[src/rtl/store_queue.sv]
// Store queue for the memory stage: a circular buffer of byte-granular stores.
// Stores are allocated speculatively, then committed or squashed. Loads see
// store data forwarded lane by lane, with the youngest store winning.
// Committed entries drain in order to the dcache over a valid/ready port.
module store_queue #(
    parameter int DEPTH  = 4,
    parameter int ADDR_W = 32,
    parameter int DATA_W = 32,
    parameter int IDX_W  = $clog2(DEPTH)
) (
    input  logic              clk_i,
    input  logic              rst_i,
    input  logic              req_valid_i,
    output logic              req_ready_o,
    input  logic [ADDR_W-1:0] req_addr_i,
    input  logic [DATA_W-1:0] req_data_i,
    input  logic [1:0]        req_size_i,
    output logic [IDX_W-1:0]  req_idx_o,
    output logic              req_misalign_o,
    input  logic              commit_valid_i,
    input  logic [IDX_W-1:0]  commit_idx_i,
    input  logic [DEPTH-1:0]  discard_i,
    input  logic              ld_valid_i,
    input  logic [ADDR_W-1:0] ld_addr_i,
    input  logic [1:0]        ld_size_i,
    output logic              ld_hit_o,
    output logic              ld_conflict_o,
    output logic [DATA_W-1:0] ld_data_o,
    output logic              dc_valid_o,
    input  logic              dc_ready_i,
    output logic [ADDR_W-1:0] dc_addr_o,
    output logic [DATA_W-1:0] dc_data_o,
    output logic [DATA_W/8-1:0] dc_be_o,
    output logic [IDX_W:0]    count_o,
    output logic              empty_o,
    output logic              full_o
);

    localparam int NB    = DATA_W / 8;
    localparam int OFF_W = $clog2(NB);

    typedef enum logic [1:0] {
        ST_FREE   = 2'd0,
        ST_SPEC   = 2'd1,
        ST_COMMIT = 2'd2
    } ent_state_e;

    // Byte lanes touched by an access of the given size at the given lane offset.
    function automatic logic [NB-1:0] lane_mask(input logic [1:0] size, input logic [OFF_W-1:0] off);
        logic [NB-1:0] base;
        case (size)
            2'd0:    base = NB'(32'd1);
            2'd1:    base = NB'(32'd3);
            2'd2:    base = NB'(32'd15);
            default: base = '0;
        endcase
        return base << off;
    endfunction

    // Size 3 is illegal and folds into the misaligned case.
    function automatic logic is_misaligned(input logic [1:0] size, input logic [OFF_W-1:0] off);
        logic mis;
        case (size)
            2'd0:    mis = 1'b0;
            2'd1:    mis = off[0];
            2'd2:    mis = (off != '0);
            default: mis = 1'b1;
        endcase
        return mis;
    endfunction

    // Expand byte enables into a per-bit mask.
    function automatic logic [DATA_W-1:0] be_to_bits(input logic [NB-1:0] be);
        logic [DATA_W-1:0] bits;
        bits = '0;
        for (int b = 0; b < NB; b++) begin
            bits[8*b +: 8] = {8{be[b]}};
        end
        return bits;
    endfunction

    ent_state_e        st_r   [DEPTH];
    ent_state_e        st_n_s [DEPTH];
    logic [ADDR_W-1:0] addr_r [DEPTH];
    logic [DATA_W-1:0] data_r [DEPTH];
    logic [NB-1:0]     be_r   [DEPTH];
    logic [IDX_W-1:0]  head_r;
    logic [IDX_W-1:0]  tail_r;
    logic [IDX_W:0]    count_r;

    logic [IDX_W-1:0]  head_n_s;
    logic [IDX_W-1:0]  tail_n_s;
    logic [IDX_W:0]    count_n_s;
    logic [IDX_W:0]    disc_cnt_s;
    logic [OFF_W-1:0]  req_off_s;
    logic              req_mis_s;
    logic [NB-1:0]     req_be_s;
    logic              full_s;
    logic              alloc_s;
    logic              dc_fire_s;
    logic [NB-1:0]     ld_mask_s;
    logic [ADDR_W-1:0] ld_word_s;
    logic [NB-1:0]     fwd_cov_s;
    logic [DATA_W-1:0] fwd_data_s;
    logic              ld_all_s;
    logic              ld_any_s;

    assign req_off_s      = req_addr_i[OFF_W-1:0];
    assign req_mis_s      = is_misaligned(req_size_i, req_off_s);
    assign req_be_s       = lane_mask(req_size_i, req_off_s);
    assign full_s         = (count_r == (IDX_W+1)'(DEPTH));
    // Allocation stalls while a squash rewinds the tail.
    assign req_ready_o    = !full_s && (discard_i == '0);
    assign req_misalign_o = !rst_i && req_valid_i && req_mis_s;
    assign alloc_s        = req_valid_i && req_ready_o && !req_mis_s;
    assign req_idx_o      = tail_r;

    assign dc_valid_o     = (st_r[head_r] == ST_COMMIT);
    assign dc_fire_s      = dc_valid_o && dc_ready_i;
    assign dc_addr_o      = addr_r[head_r];
    assign dc_data_o      = data_r[head_r];
    assign dc_be_o        = be_r[head_r];

    assign count_o        = count_r;
    assign empty_o        = (count_r == '0);
    assign full_o         = full_s;

    // Per-entry lifecycle and pointer/occupancy bookkeeping.
    always_comb begin
        disc_cnt_s = '0;
        for (int i = 0; i < DEPTH; i++) begin
            st_n_s[i] = st_r[i];
            case (st_r[i])
                ST_FREE: begin
                    st_n_s[i] = (alloc_s && (tail_r == IDX_W'(i))) ? ST_SPEC : ST_FREE;
                end
                ST_SPEC: begin
                    if (discard_i[i]) begin
                        st_n_s[i]  = ST_FREE;
                        disc_cnt_s = disc_cnt_s + (IDX_W+1)'(1'b1);
                    end else if (commit_valid_i && (commit_idx_i == IDX_W'(i))) begin
                        st_n_s[i] = ST_COMMIT;
                    end else begin
                        st_n_s[i] = ST_SPEC;
                    end
                end
                ST_COMMIT: begin
                    st_n_s[i] = (dc_fire_s && (head_r == IDX_W'(i))) ? ST_FREE : ST_COMMIT;
                end
                default: begin
                    st_n_s[i] = ST_FREE;
                end
            endcase
        end
        // Squashed entries are always the youngest run, so the tail simply steps back.
        head_n_s  = head_r + IDX_W'(dc_fire_s);
        tail_n_s  = tail_r + IDX_W'(alloc_s) - disc_cnt_s[IDX_W-1:0];
        count_n_s = count_r + (IDX_W+1)'(alloc_s) - (IDX_W+1)'(dc_fire_s) - disc_cnt_s;
    end

    // Entry states, pointers and occupancy.
    always_ff @(posedge clk_i or posedge rst_i) begin
        if (rst_i) begin
            for (int i = 0; i < DEPTH; i++) begin
                st_r[i] <= ST_FREE;
            end
            head_r  <= '0;
            tail_r  <= '0;
            count_r <= '0;
        end else begin
            for (int i = 0; i < DEPTH; i++) begin
                st_r[i] <= st_n_s[i];
            end
            head_r  <= head_n_s;
            tail_r  <= tail_n_s;
            count_r <= count_n_s;
        end
    end

    // Store payload: word address, lane-aligned data (disabled lanes zeroed), enables.
    always_ff @(posedge clk_i or posedge rst_i) begin
        if (rst_i) begin
            for (int i = 0; i < DEPTH; i++) begin
                addr_r[i] <= '0;
                data_r[i] <= '0;
                be_r[i]   <= '0;
            end
        end else if (alloc_s) begin
            addr_r[tail_r] <= {req_addr_i[ADDR_W-1:OFF_W], {OFF_W{1'b0}}};
            data_r[tail_r] <= (req_data_i << {req_off_s, 3'b000}) & be_to_bits(req_be_s);
            be_r[tail_r]   <= req_be_s;
        end
    end

    assign ld_mask_s = lane_mask(ld_size_i, ld_addr_i[OFF_W-1:0]);
    assign ld_word_s = {ld_addr_i[ADDR_W-1:OFF_W], {OFF_W{1'b0}}};

    // Forwarding: walk oldest to youngest so later matches overwrite earlier ones.
    always_comb begin
        logic [IDX_W-1:0] ix;
        logic             match;
        logic             take;
        ix         = '0;
        match      = 1'b0;
        take       = 1'b0;
        fwd_cov_s  = '0;
        fwd_data_s = '0;
        for (int k = 0; k < DEPTH; k++) begin
            ix    = head_r + IDX_W'(k);
            match = (st_r[ix] != ST_FREE) && (addr_r[ix] == ld_word_s);
            for (int b = 0; b < NB; b++) begin
                take                 = match && be_r[ix][b] && ld_mask_s[b];
                fwd_cov_s[b]         = fwd_cov_s[b] | take;
                fwd_data_s[8*b +: 8] = take ? data_r[ix][8*b +: 8] : fwd_data_s[8*b +: 8];
            end
        end
    end

    assign ld_all_s      = (ld_mask_s != '0) && ((fwd_cov_s & ld_mask_s) == ld_mask_s);
    assign ld_any_s      = (fwd_cov_s != '0);
    assign ld_hit_o      = ld_valid_i && ld_all_s;
    assign ld_conflict_o = ld_valid_i && ld_any_s && !ld_all_s;
    assign ld_data_o     = ld_valid_i ? fwd_data_s : '0;

endmodule
[config.mk]
export PLATFORM = sky130hd
export DESIGN_NAME = store_queue
export DESIGN_NICKNAME = d
export VERILOG_FILES = /design/src/rtl/store_queue.sv
export SDC_FILE = /design/constraint.sdc
export NUM_CORES = 1
export LEC_CHECK = 0
export CAP_MARGIN = 15
export CORE_ASPECT_RATIO = 0.75
export CORE_MARGIN = 4
export CORE_UTILIZATION = 50
export CTS_CLUSTER_DIAMETER = 120
export DETAILED_ROUTE_END_ITERATION = 8
export HOLD_SLACK_MARGIN = 0.15
export PLACE_DENSITY_LB_ADDON = 0.2
export SLEW_MARGIN = 20
export SYNTH_ARGS = -nofsm -noshare
export SYNTH_HDL_FRONTEND = slang
export SYNTH_SLANG_ARGS = --single-unit
[constraint.sdc]
create_clock -name clk_i -period 15.1 [get_ports clk_i]
set_input_delay 3.02 -clock clk_i [delete_from_list [all_inputs] [get_ports clk_i]]
set_output_delay 3.02 -clock clk_i [all_outputs]
set_load 0.05 [all_outputs]
---- After elaboration in Yosys (flattened, before gate mapping) ----
Index checks and enable logic that the tools add are counted.
word-level totals
  output and inout port bits .............. 112
  word-level logic and storage cells ...... 271
  register bits ........................... 287
  input bits .............................. 112
operators by class
  bitwise logic cells ..................... 19
  reduce and logical (&&, ||, !) cells .... 81
  shifts and indexed selects .............. 3
  multiplexer cells ....................... 103
  order comparisons ....................... 6
  eq/ne operators ......................... 28
  add/sub/neg operators ................... 12
operator list
  kind                count
  $mux 32             18
  $bmux 32 s2         8
  $bwmux 128          2
  $eq 32x32->1        4
  $mux 8              16
  $demux 32 s2        1
  $logic_and 1x1->1   59
  $mux 2              20
  $mux 4              9
  $and 32x32->32      1
  $bmux 4 s2          4
  $shl 32x5->32       1
  $eq 2x2->1 const B  13
  $pmux 2 s3          4
  $pmux 4 s3          2
  $eq 2x1->1 const B  9
  $logic_not 2->1     9
  $mux 3              6
  $bmux 2 s2          4
  $bwmux 16           1
  $ge 3x3->1 const B  5
  $not 2->3           5
  $or 1x1->1          12
  $reduce_bool 2->1   5
  other kinds (20)    34

---- Logic depth before layout (Yosys ltp) ----
Gate-level depths: netlist of run 1.
  depth in word-level cells ............... 17
  mapped depth ............................ 21
  depth with buffers taken out ............ 13

---- Worst setup path before layout of run 1 ----
Ideal clock, no wire load.
  path type ............................... input -> output
  start ................................... input port ld_addr_i[28]
  end ..................................... output port ld_hit_o
  buffers on the path ..................... 1
  data arrival time ....................... 6.307 ns
  stages on the path ...................... 10
  path slack .............................. 5.773 ns
  cell sequence ........................... buf_1 -> inv_1 -> xnor2_1 -> nand3_1 -> a2111oi_2 -> nand3_2 -> nor4_4 -> nor4_1 -> a211o_1 -> nor3_1
on the way
  longest elaborated chain between the ends .. 11
  elaborated cells between the ends (all ways) .. 56
  those cells by class .................... 5 x eq/ne; 13 x bitwise; 38 x reduce/logical
RTL lines
  what                            RTL line  source
  start: declaration              24        input logic [ADDR_W-1:0] ld_addr_i,
  $eq 32x32->1                    210       match = (st_r[ix] != ST_FREE) && (addr_r[ix] == ld_word_s);
  $logic_and 1x1->1               210
  $logic_and 1x1->1 (2 in a row)  212       take = match && be_r[ix][b] && ld_mask_s[b];
  $or 1x1->1 (3 in a row)         213       fwd_cov_s[b] = fwd_cov_s[b] | take;
  $and 4x4->4 *                   219       assign ld_all_s = (ld_mask_s != '0) && ((fwd_cov_s & ld_mask_s) == ld_mask_s);
  $eq 4x4->1 *                    219
  $logic_and 1x1->1 *             219
  $logic_and 1x1->1 *             221       assign ld_hit_o = ld_valid_i && ld_all_s;
  end: declaration                26        output logic ld_hit_o,
Every way passes the cells marked *; elsewhere a longest branch is shown, timed or not.

---- Final worst setup path of run 1 ----
  start ................................... input port ld_addr_i[21]
  end ..................................... output port ld_hit_o
Same word-level chain as after synthesis.

==> results.sh, run 1 <==
export IMPL_syn_avg_cell_area_um2=10.10
export IMPL_drive_gt1_frac=0.1704
export IMPL_min_from="addr_r[114]"
export IMPL_power_leakage_nw=10.16
export IMPL_synthSimpleGateAreaFrac=0.1668
export IMPL_post_dp_hpwl_mm=47.49
export IMPL_cts_resized=0
export IMPL_worstMarginPinSlew_ns=1.182
export IMPL_tritoncts="done"
export IMPL_reg2reg_slack_ns=11.03
export IMPL_wirelength_mm=69.79
export IMPL_dieWidth_um=245.3
export IMPL_switching_share=0.4161
export IMPL_synth_compound_area_share=0.08224
export IMPL_seqCellArea_um2=6989
export IMPL_rr_endpoint="count_o[2]"
export IMPL_syn_to_final_growth_pct=16.48
export IMPL_slew_violations=0
export IMPL_dpl_cell_area_um2=23480
export IMPL_pwr_share_seq=0.291
export IMPL_cts_path_max_buffers=3
export IMPL_grt_max_degree=140
export IMPL_io_pins=224
export IMPL_synth_edf_count=0
export IMPL_rsz0062_at_grt="no"
export IMPL_period_needed_ns=10.99
export IMPL_synthCells=2091
export IMPL_grt_use_total=0.3014
export IMPL_yosysWarnings=0
export IMPL_rows=64
export IMPL_grt_pass1_vias=17400
export IMPL_multiInputGateArea_um2=13270
export IMPL_die_h_um=186.0
export IMPL_combinationalPowerShare=0.484
export IMPL_insertion_delay_ns=0.58
export IMPL_core_area_um2=41240
export IMPL_grt_pass1_wl_mm=106.3
export IMPL_hold_viol_final=0
export IMPL_cts_setup_buffers=0
export IMPL_fin_total_pwr_mw=3.742
export IMPL_max_slew_margin=0.2120
export IMPL_required_ns=12.08
export IMPL_design_die_area_um2=45620
export IMPL_fin_worst_skew_ns=0.01160
export IMPL_max_freq_mhz=90.97
export IMPL_cts_buffers=31
export IMPL_synth_top_family_by_area="multiplexers"
export IMPL_wl_per_cell_um=25.04
export IMPL_cts_sinks=279
export IMPL_p_sw_mw=1.557
export IMPL_drcViolationCount=0
export IMPL_utilization=0.5965
export IMPL_synth_area_leaders="dfrtp_1 33%, mux4_2 22%, nand2_1 10%"
export IMPL_fin_area_um2=24600
export IMPL_yosysTopAreaCell="dfrtp_1"
export IMPL_globalplace_congestion=0.9642
export IMPL_ant_nets=0
export IMPL_clock_power_share=0.224
export IMPL_setup_violations_final=0
export IMPL_ir_drop_v=0.0001225
export IMPL_start_util=0.5121
export IMPL_critPathCaptureType="primary output"
export IMPL_synthDistinctLibCells=75
export IMPL_fin_crit_sh=0.7280
export IMPL_yosysSeqAreaShare=0.3306
export IMPL_clock_root_buffer="clkbuf_16"
export IMPL_internal_power_mw=2.185
export IMPL_nFillCells=3414
export IMPL_power_density_nw_per_um2=152.1
export IMPL_post_drt_via_cell_ratio=6.521
export IMPL_nNetsFinal=2334
export IMPL_hp_class="reg2reg"
export IMPL_synthAdderAreaFrac=0.01197
export IMPL_holdPathEnd="addr_r[114]"
export IMPL_drt_first_iter_violations=2301
export IMPL_startpoint="ld_addr_i[21]"
export IMPL_firstDrtPassIters=7
export IMPL_async_flop_share=1.000
export IMPL_r2r_start="head_r[1]"
export IMPL_hold_depth=2
export IMPL_final_cell_mix="576 x nand2_1, 277 x dfrtp_1, 220 x clkdlybuf4s50_1"
export IMPL_cap_violations=0
export IMPL_ys_flop_type="dfrtp_1"
export IMPL_cp_max_fo=18
export IMPL_startpoint_type="primary input"
export IMPL_ff2ff_path_depth=11
export IMPL_yosys_area_top_type_share=0.3306
export IMPL_synth_seq_cells=279
export IMPL_placedCellCount=2731
export IMPL_grt_ovfl_total=0
export IMPL_vias=18170
export IMPL_syn_area_um2=21120
export IMPL_worstSetupPathType="in2out"
export IMPL_holdBufCountCts=0
export IMPL_mostFrequentLayoutCell="nand2_1"
export IMPL_arrival_ns=7.97
export IMPL_fin_cells=2787
export IMPL_muxShareOfSynthArea=0.3131
export IMPL_tns_ns=0
export IMPL_antenna_found_initial=3
export IMPL_io_buffers=221
export IMPL_path_clk_slew_ns=0.06
export IMPL_outcome="finished clean"
export IMPL_htreeDepth=1
export IMPL_synthXorXnorAreaFrac=0.05143
[synthesized netlist by cell type, drive strengths merged, types with 17 or more instances]
library cell  count
xnor2            98
a221oi           20
mux2             79
xor2             26
inv              38
nor2             89
dfrtp           279
a211oi           29
nor2b            33
nand4            17
nor3             18
nand2           577
mux2i           106
a21oi            48
mux4            207
buf              73
ha               17
o21ai            82
clkbuf           90
[through the flow]
step / hold slack, ns / worst slack, ns
after floorplan: 0.4744 / 4.386
after global placement: 0.4915 / 4.250
after detailed placement: 0.5156 / 4.208
after CTS: 0.5277 / 4.195
after global routing: 0.5547 / 3.765
final: 0.5236 / 4.108
[sequential cells by signal (all words and copies together), names as in the netlist]
signal and flops:
st_r 8, addr_r 120, head_r 2, count_o 3, data_r 128, be_r 16
req_idx_o 2
[cell families (layout without fill, tap and decap cells)]
family                     count (synthesis)  in the layout
AOI/OAI and AO/OA                        262            262
xor gates and xnor gates                 124            124
adders and majority gates                 19             19
buffers and inverters                    201            333
DFF                                      279            279
muxes                                    392            392
other                                      1              4
and+or+nand+nor                          813            813
[how the worst max path moves through the flow]
stage	end	slack [ns]
after CTS	ld_hit_o	4.19
final	ld_hit_o	4.11
after floorplan	addr_r[100]	4.39
after global placement	ld_hit_o	4.25
after global routing	ld_data_o[31]	3.77
after detailed placement	ld_hit_o	4.21
[cell type report]
cell class | instances | area share
clock buffers | 39 | 0.03439
inverters | 38 | 0.006104
clock inverters | 15 | 0.01053
well taps | 561 | 0.02854
diodes | 2 | 0.0002035
multi-input cells | 1612 | 0.5396
repair buffers | 241 | 0.09650
flip-flops and latches | 279 | 0.2841
[power groups by stage]
| stage | logic, mW | clock network [mW] | registers, mW |
|---|---|---|---|
| 2_1_floorplan | 1.40 | 0 | 1.02 |
| 3_3_place_gp | 1.76 | 0 | 1.08 |
| 3_5_place_dp | 1.78 | 0 | 1.09 |
| 4_1_cts | 1.79 | 0.849 | 1.08 |
| 5_1_grt | 1.91 | 0.881 | 1.12 |
| 6_report | 1.81 | 0.839 | 1.09 |
[per-layer routing]
layer  GRT usage  routed length [um]  up-vias
met5           0                  11        -
met4     0.08919                2123        2
met2      0.4450               30820     1048
met3     0.07820                7780      141
li1            -                   -     7775
met1      0.4417               29050     9207
[critical path, stage by stage]
cell	delay, ns
clkdlybuf4s50_1	0.83
o2bb2ai_1	0.11
a2111oi_0	0.38
nand4_1	0.18
a2111oi_2	0.64
nand4_1	0.86
nor4b_1	0.42
a211o_1	0.27
nor3_1	0.35
clkdlybuf4s50_1	0.88
Note: power is estimated with default switching activity, not from simulation.
==> run 2, diff against run 1 <==
Clock period 15.1 ns to 10.45 ns, I/O delays scaled along.
==> results.sh, run 2 (synthesis gave the netlist of run 1 again) <==
export IMPL_globalplace_congestion=0.9676
export IMPL_grt_use_total=0.3046
export IMPL_start_util=0.5121
export IMPL_ant_nets=0
export IMPL_vias=18220
export IMPL_fin_area_um2=24580
export IMPL_firstDrtPassIters=6
export IMPL_timing_final_ws_setup_ns=1.327
export IMPL_cp_endpoint="ld_hit_o"
export IMPL_cts_setup_buffers=0
export IMPL_largest_reg_flops=128
export IMPL_required_ns=8.36
export IMPL_critPathCaptureType="primary output"
export IMPL_io_buffers=221
export IMPL_ir_drop_v=0.0001717
export IMPL_arrival_ns=7.03
export IMPL_io_pins=224
export IMPL_startpoint="head_r[0]"
export IMPL_nNetsFinal=2336
export IMPL_drive_gt1_frac=0.1688
export IMPL_seqCellArea_um2=6989
export IMPL_grt_pass1_wl_mm=107.2
export IMPL_top_register="data_r"
export IMPL_utilization=0.5961
export IMPL_drt_first_iter_violations=2538
export IMPL_reg2reg_slack_ns=6.40
export IMPL_rr_endpoint="count_o[2]"
export IMPL_antenna_found_initial=6
export IMPL_ff2ff_path_depth=11
export IMPL_multiInputGateArea_um2=13280
export IMPL_setup_violations_final=0
export IMPL_post_dp_hpwl_mm=48.28
export IMPL_outcome="finished clean"
export IMPL_post_drt_via_cell_ratio=6.521
export IMPL_wirelength_mm=70.63
export IMPL_fin_worst_skew_ns=0.03431
export IMPL_mostFrequentLayoutCell="nand2_1"
export IMPL_grt_max_degree=152
export IMPL_cts_resized=0
export IMPL_power_leakage_nw=10.15
export IMPL_tritoncts="done"
export IMPL_rsz0062_at_grt="no"
export IMPL_holdBufCountCts=0
export IMPL_wl_per_cell_um=25.28
export IMPL_core_area_um2=41240
export IMPL_r2r_start="head_r[1]"
export IMPL_max_slew_margin=0.2163
export IMPL_startpoint_type="register"
export IMPL_drcViolationCount=0
export IMPL_grt_ovfl_total=0
export IMPL_cts_buffers=29
export IMPL_dieWidth_um=245.3
export IMPL_nFillCells=3476
export IMPL_clock_root_buffer="clkbuf_16"
export IMPL_power_density_nw_per_um2=218.4
export IMPL_grt_pass1_vias=17320
export IMPL_largestRegisters="data_r: 128 flops, addr_r: 120 flops, be_r: 16 flops"
export IMPL_cts_path_max_buffers=3
export IMPL_max_freq_mhz=109.6
export IMPL_design_die_area_um2=45620
export IMPL_slew_violations=0
export IMPL_cap_violations=0
export IMPL_worstMarginPinSlew_ns=1.175
export IMPL_tns_ns=0
export IMPL_cp_max_fo=45
export IMPL_worstSetupPathType="reg2out"
export IMPL_rows=64
export IMPL_period_needed_ns=9.123
export IMPL_hold_viol_final=0
export IMPL_final_cell_mix="576 x nand2_1, 277 x dfrtp_1, 220 x clkdlybuf4s50_1"
export IMPL_hp_class="reg2reg"
export IMPL_syn_to_final_growth_pct=16.40
export IMPL_pre_cts_ws_ns=1.691
export IMPL_cts_sinks=279
export IMPL_min_from="data_r[115]"
export IMPL_dpl_cell_area_um2=23510
export IMPL_fin_crit_sh=0.8730
export IMPL_path_clk_slew_ns=0.06
export IMPL_die_h_um=186.0
export IMPL_htreeDepth=1
export IMPL_insertion_delay_ns=0.61
[run 2: stage by stage]
step	hold WS, ns	instances	total power, mW
2_1_floorplan	0.4744	2092	3.499
3_3_place_gp	0.4971	2734	4.117
3_5_place_dp	0.5119	2734	4.174
4_1_cts	0.5306	2788	5.331
5_1_grt	0.5539	2794	5.608
6_report	0.5304	2794	5.369
[run 2: area by class of cell]
cell class / instances / share of cell area
diodes: 5 / 0.0005090
clock buffers: 43 / 0.03329
clock inverters: 11 / 0.008297
inverters: 38 / 0.006108
multi-input cells: 1612 / 0.5402
flip-flops and latches: 279 / 0.2843
well taps: 561 / 0.02856
repair buffers: 245 / 0.09875
[run 2: worst min path at each step]
stage               slack [ns]  cells after the start     endpoint
detailed placement        0.51                      2  data_r[115]
CTS                       0.53                      2   data_r[54]
floorplan                 0.47                      2   data_r[80]
finish                    0.53                      2  data_r[115]
global route              0.55                      2   addr_r[87]
global placement          0.50                      2   addr_r[36]
[run 2: per-layer routing]
| metal | routed length (um) | track usage | up-vias |
|---|---|---|---|
| li1 | - | - | 7797 |
| met1 | 28780 | 0.4461 | 9174 |
| met2 | 30850 | 0.4458 | 1109 |
| met3 | 8662 | 0.08439 | 139 |
| met4 | 2323 | 0.09101 | 2 |
| met5 | 20 | 0 | - |
[run 2: worst max-delay path: stages, from the launching register on]
cell and delay (ns):
dfrtp_4 0.81, inv_2 0.34, ha_4 0.82, buf_4 0.37, mux2i_1 0.64, o2bb2ai_1 0.16
o31a_1 0.32, a21oi_1 0.55, nand4_1 0.19, nor3_1 0.48, nor4_1 0.16, a211o_1 0.36
nor3_1 0.34, clkdlybuf4s50_1 0.87
[run 2: power breakdown]
group          leakage [nW]  switching, mW  internal (mW)
combinational          5.84           1.50           1.15
sequential             3.82          0.297           1.27
clock                 0.491          0.476          0.669
total                  10.2           2.28           3.09
==> run 3, diff against run 2 <==
Settings changed: HOLD_SLACK_MARGIN 0.15 to 0.1, SLEW_MARGIN 20 to default.
==> results.sh, run 3 (synthesis gave the netlist of run 1 again) <==
export IMPL_grt_pass1_vias=17320
export IMPL_switching_share=0.4269
export IMPL_grt_use_total=0.3045
export IMPL_cp_slowest_stage_delay_ns=0.88
export IMPL_whs_ns=0.5298
export IMPL_utilization=0.5958
export IMPL_holdBufCountCts=0
export IMPL_crit_family="simple AND/OR/NAND/NOR gates"
export IMPL_internal_power_mw=3.058
export IMPL_met2_usage=0.4455
export IMPL_syn_to_final_growth_pct=16.36
export IMPL_antenna_found_initial=8
export IMPL_post_dp_hpwl_mm=48.34
export IMPL_dieWidth_um=245.3
export IMPL_cts_path_max_buffers=3
export IMPL_p_sw_mw=2.278
export IMPL_mostFrequentLayoutCell="nand2_1"
export IMPL_cp_cell_sequence="inv_2 -> ha_4 -> buf_4 -> mux4_2 -> xnor2_1 -> nand4_1 -> nor4_1 -> nand2_1 -> nor4_4 -> nor4_1 -> a211o_1 -> nor3_1 -> clkdlybuf4s50_1"
export IMPL_fin_worst_skew_ns=0.02048
export IMPL_post_drt_via_cell_ratio=6.460
export IMPL_insertion_delay_ns=0.60
export IMPL_largestRegisters="data_r: 128 flops, addr_r: 120 flops, be_r: 16 flops"
export IMPL_slew_violations=0
export IMPL_arrival_ns=7.03
export IMPL_drive_gt1_frac=0.1726
export IMPL_cts_setup_buffers=0
export IMPL_pwr_share_seq=0.294
export IMPL_clock_root_buffer="clkbuf_16"
export IMPL_setup_violations_final=0
export IMPL_gr_usage_met3=0.09778
export IMPL_top_register="data_r"
export IMPL_cts_resized=0
export IMPL_startpoint_type="register"
export IMPL_cp_max_fo=45
export IMPL_rows=64
export IMPL_clock_power_share=0.211
export IMPL_ir_drop_v=0.0002847
export IMPL_htreeDepth=1
export IMPL_path_clk_slew_ns=0.07
export IMPL_grt_pass1_wl_mm=107.2
export IMPL_pre_cts_ws_ns=1.695
export IMPL_core_area_um2=41240
export IMPL_grt_max_degree=152
export IMPL_power_leakage_nw=10.15
export IMPL_ant_nets=0
export IMPL_hold_viol_final=0
export IMPL_rsz0062_at_grt="no"
export IMPL_io_pins=224
export IMPL_final_cell_mix="576 x nand2_1, 277 x dfrtp_1, 220 x clkdlybuf4s50_1"
export IMPL_combinationalPowerShare=0.496
export IMPL_tritoncts="done"
export IMPL_drt_first_iter_violations=1970
export IMPL_max_slew_margin=0.2063
export IMPL_nFillCells=3451
export IMPL_io_buffers=221
export IMPL_globalplace_congestion=0.9676
export IMPL_power_density_nw_per_um2=217.2
export IMPL_critPathSlowestCell="clkdlybuf4s50_1"
export IMPL_crit_path_frequent_cell="nor4_1"
export IMPL_outcome="finished clean"
export IMPL_period_needed_ns=9.118
export IMPL_worstMarginPinSlew_ns=1.191
export IMPL_cap_violations=0
export IMPL_largest_reg_flops=128
export IMPL_fin_cells=2797
export IMPL_required_ns=8.36
export IMPL_global_route_usage_met1=0.4386
export IMPL_cts_sinks=279
export IMPL_nNetsFinal=2338
export IMPL_hp_class="reg2reg"
export IMPL_firstDrtPassIters=5
export IMPL_placedCellCount=2734
export IMPL_drcViolationCount=0
export IMPL_vias=18070
export IMPL_start_util=0.5121
export IMPL_worstSetupPathType="reg2out"
export IMPL_grt_ovfl_total=0
export IMPL_die_h_um=186.0
export IMPL_wirelength_mm=70.13
export IMPL_grt_busiest_layer="met2"
export IMPL_tns_ns=0
export IMPL_critPathCaptureType="primary output"
export IMPL_timing_critical_path_buf_inv=3
export IMPL_fin_crit_sh=0.8726
export IMPL_cts_buffers=30
export IMPL_max_freq_mhz=109.7
export IMPL_design_die_area_um2=45620
export IMPL_wl_per_cell_um=25.07
export IMPL_timing_final_ws_setup_ns=1.332
==> run 3: cell types whose count changed in the layout (fill, tap and decap cells not counted), sizes merged <==
| cell | change |
|---|---|
| diode | +1 |
| buf | +1 |
| clkinv | +4 |
| clkbuf | -5 |
| inv | +2 |
| clkinvlp | +2 |
| bufinv | -2 |
==> run 3: path summary, 6_finish.rpt <==
path | start | end | slack [ns] | cells past startpoint
worst max register to register | head_r[0] | count_o[2] | 6.18 | 11
worst min register to register | data_r[115] | data_r[115] | 0.53 | 2
worst min-delay path | data_r[115] | data_r[115] | 0.53 | 2
max in group asynchronous | rst_i | data_r[8] | 6.77 | 3
min in group asynchronous | rst_i | count_o[1] | 2.09 | 2
worst max-delay path | head_r[0] | ld_hit_o | 1.33 | 13
==> run 3: worst min-delay path: stages (launching register included) <==
cell and delay [ns]:
dfrtp_1 0.38, nand2_1 0.06, nand2_1 0.06
==> run 3: area by class of cell <==
class	instances	area, um2	area share
multi-input cells	1612	13270	0.5400
well taps	561	701.9	0.02857
clock inverters	17	196.4	0.007994
diodes	6	15.01	0.0006110
inverters	38	150.1	0.006110
flip-flops and latches	279	6989	0.2844
repair buffers	246	2420	0.09848
clock buffers	38	830.8	0.03381
==> run 3: power by group through the flow <==
stage                     Clock (mW)  Combinational (mW)  Sequential [mW]
after floorplan                    0                2.02             1.48
after detailed placement           0                2.60             1.57
after CTS                       1.14                2.62             1.56
final                           1.13                2.64             1.57
after global routing            1.19                2.79             1.60
after global placement             0                2.57             1.55
==> run 3: layer usage <==
metal	vias up	wire length, um
met5	-	34
met4	4	1965
met3	112	8237
met2	976	30710
met1	9168	29180
li1	7808	-
==> run 3: per-stage QoR <==
step	power, mW	area [um2]
floorplan	3.499	21120
global placement	4.117	23500
detailed placement	4.177	23500
CTS	5.317	24530
global route	5.581	24570
finish	5.336	24570
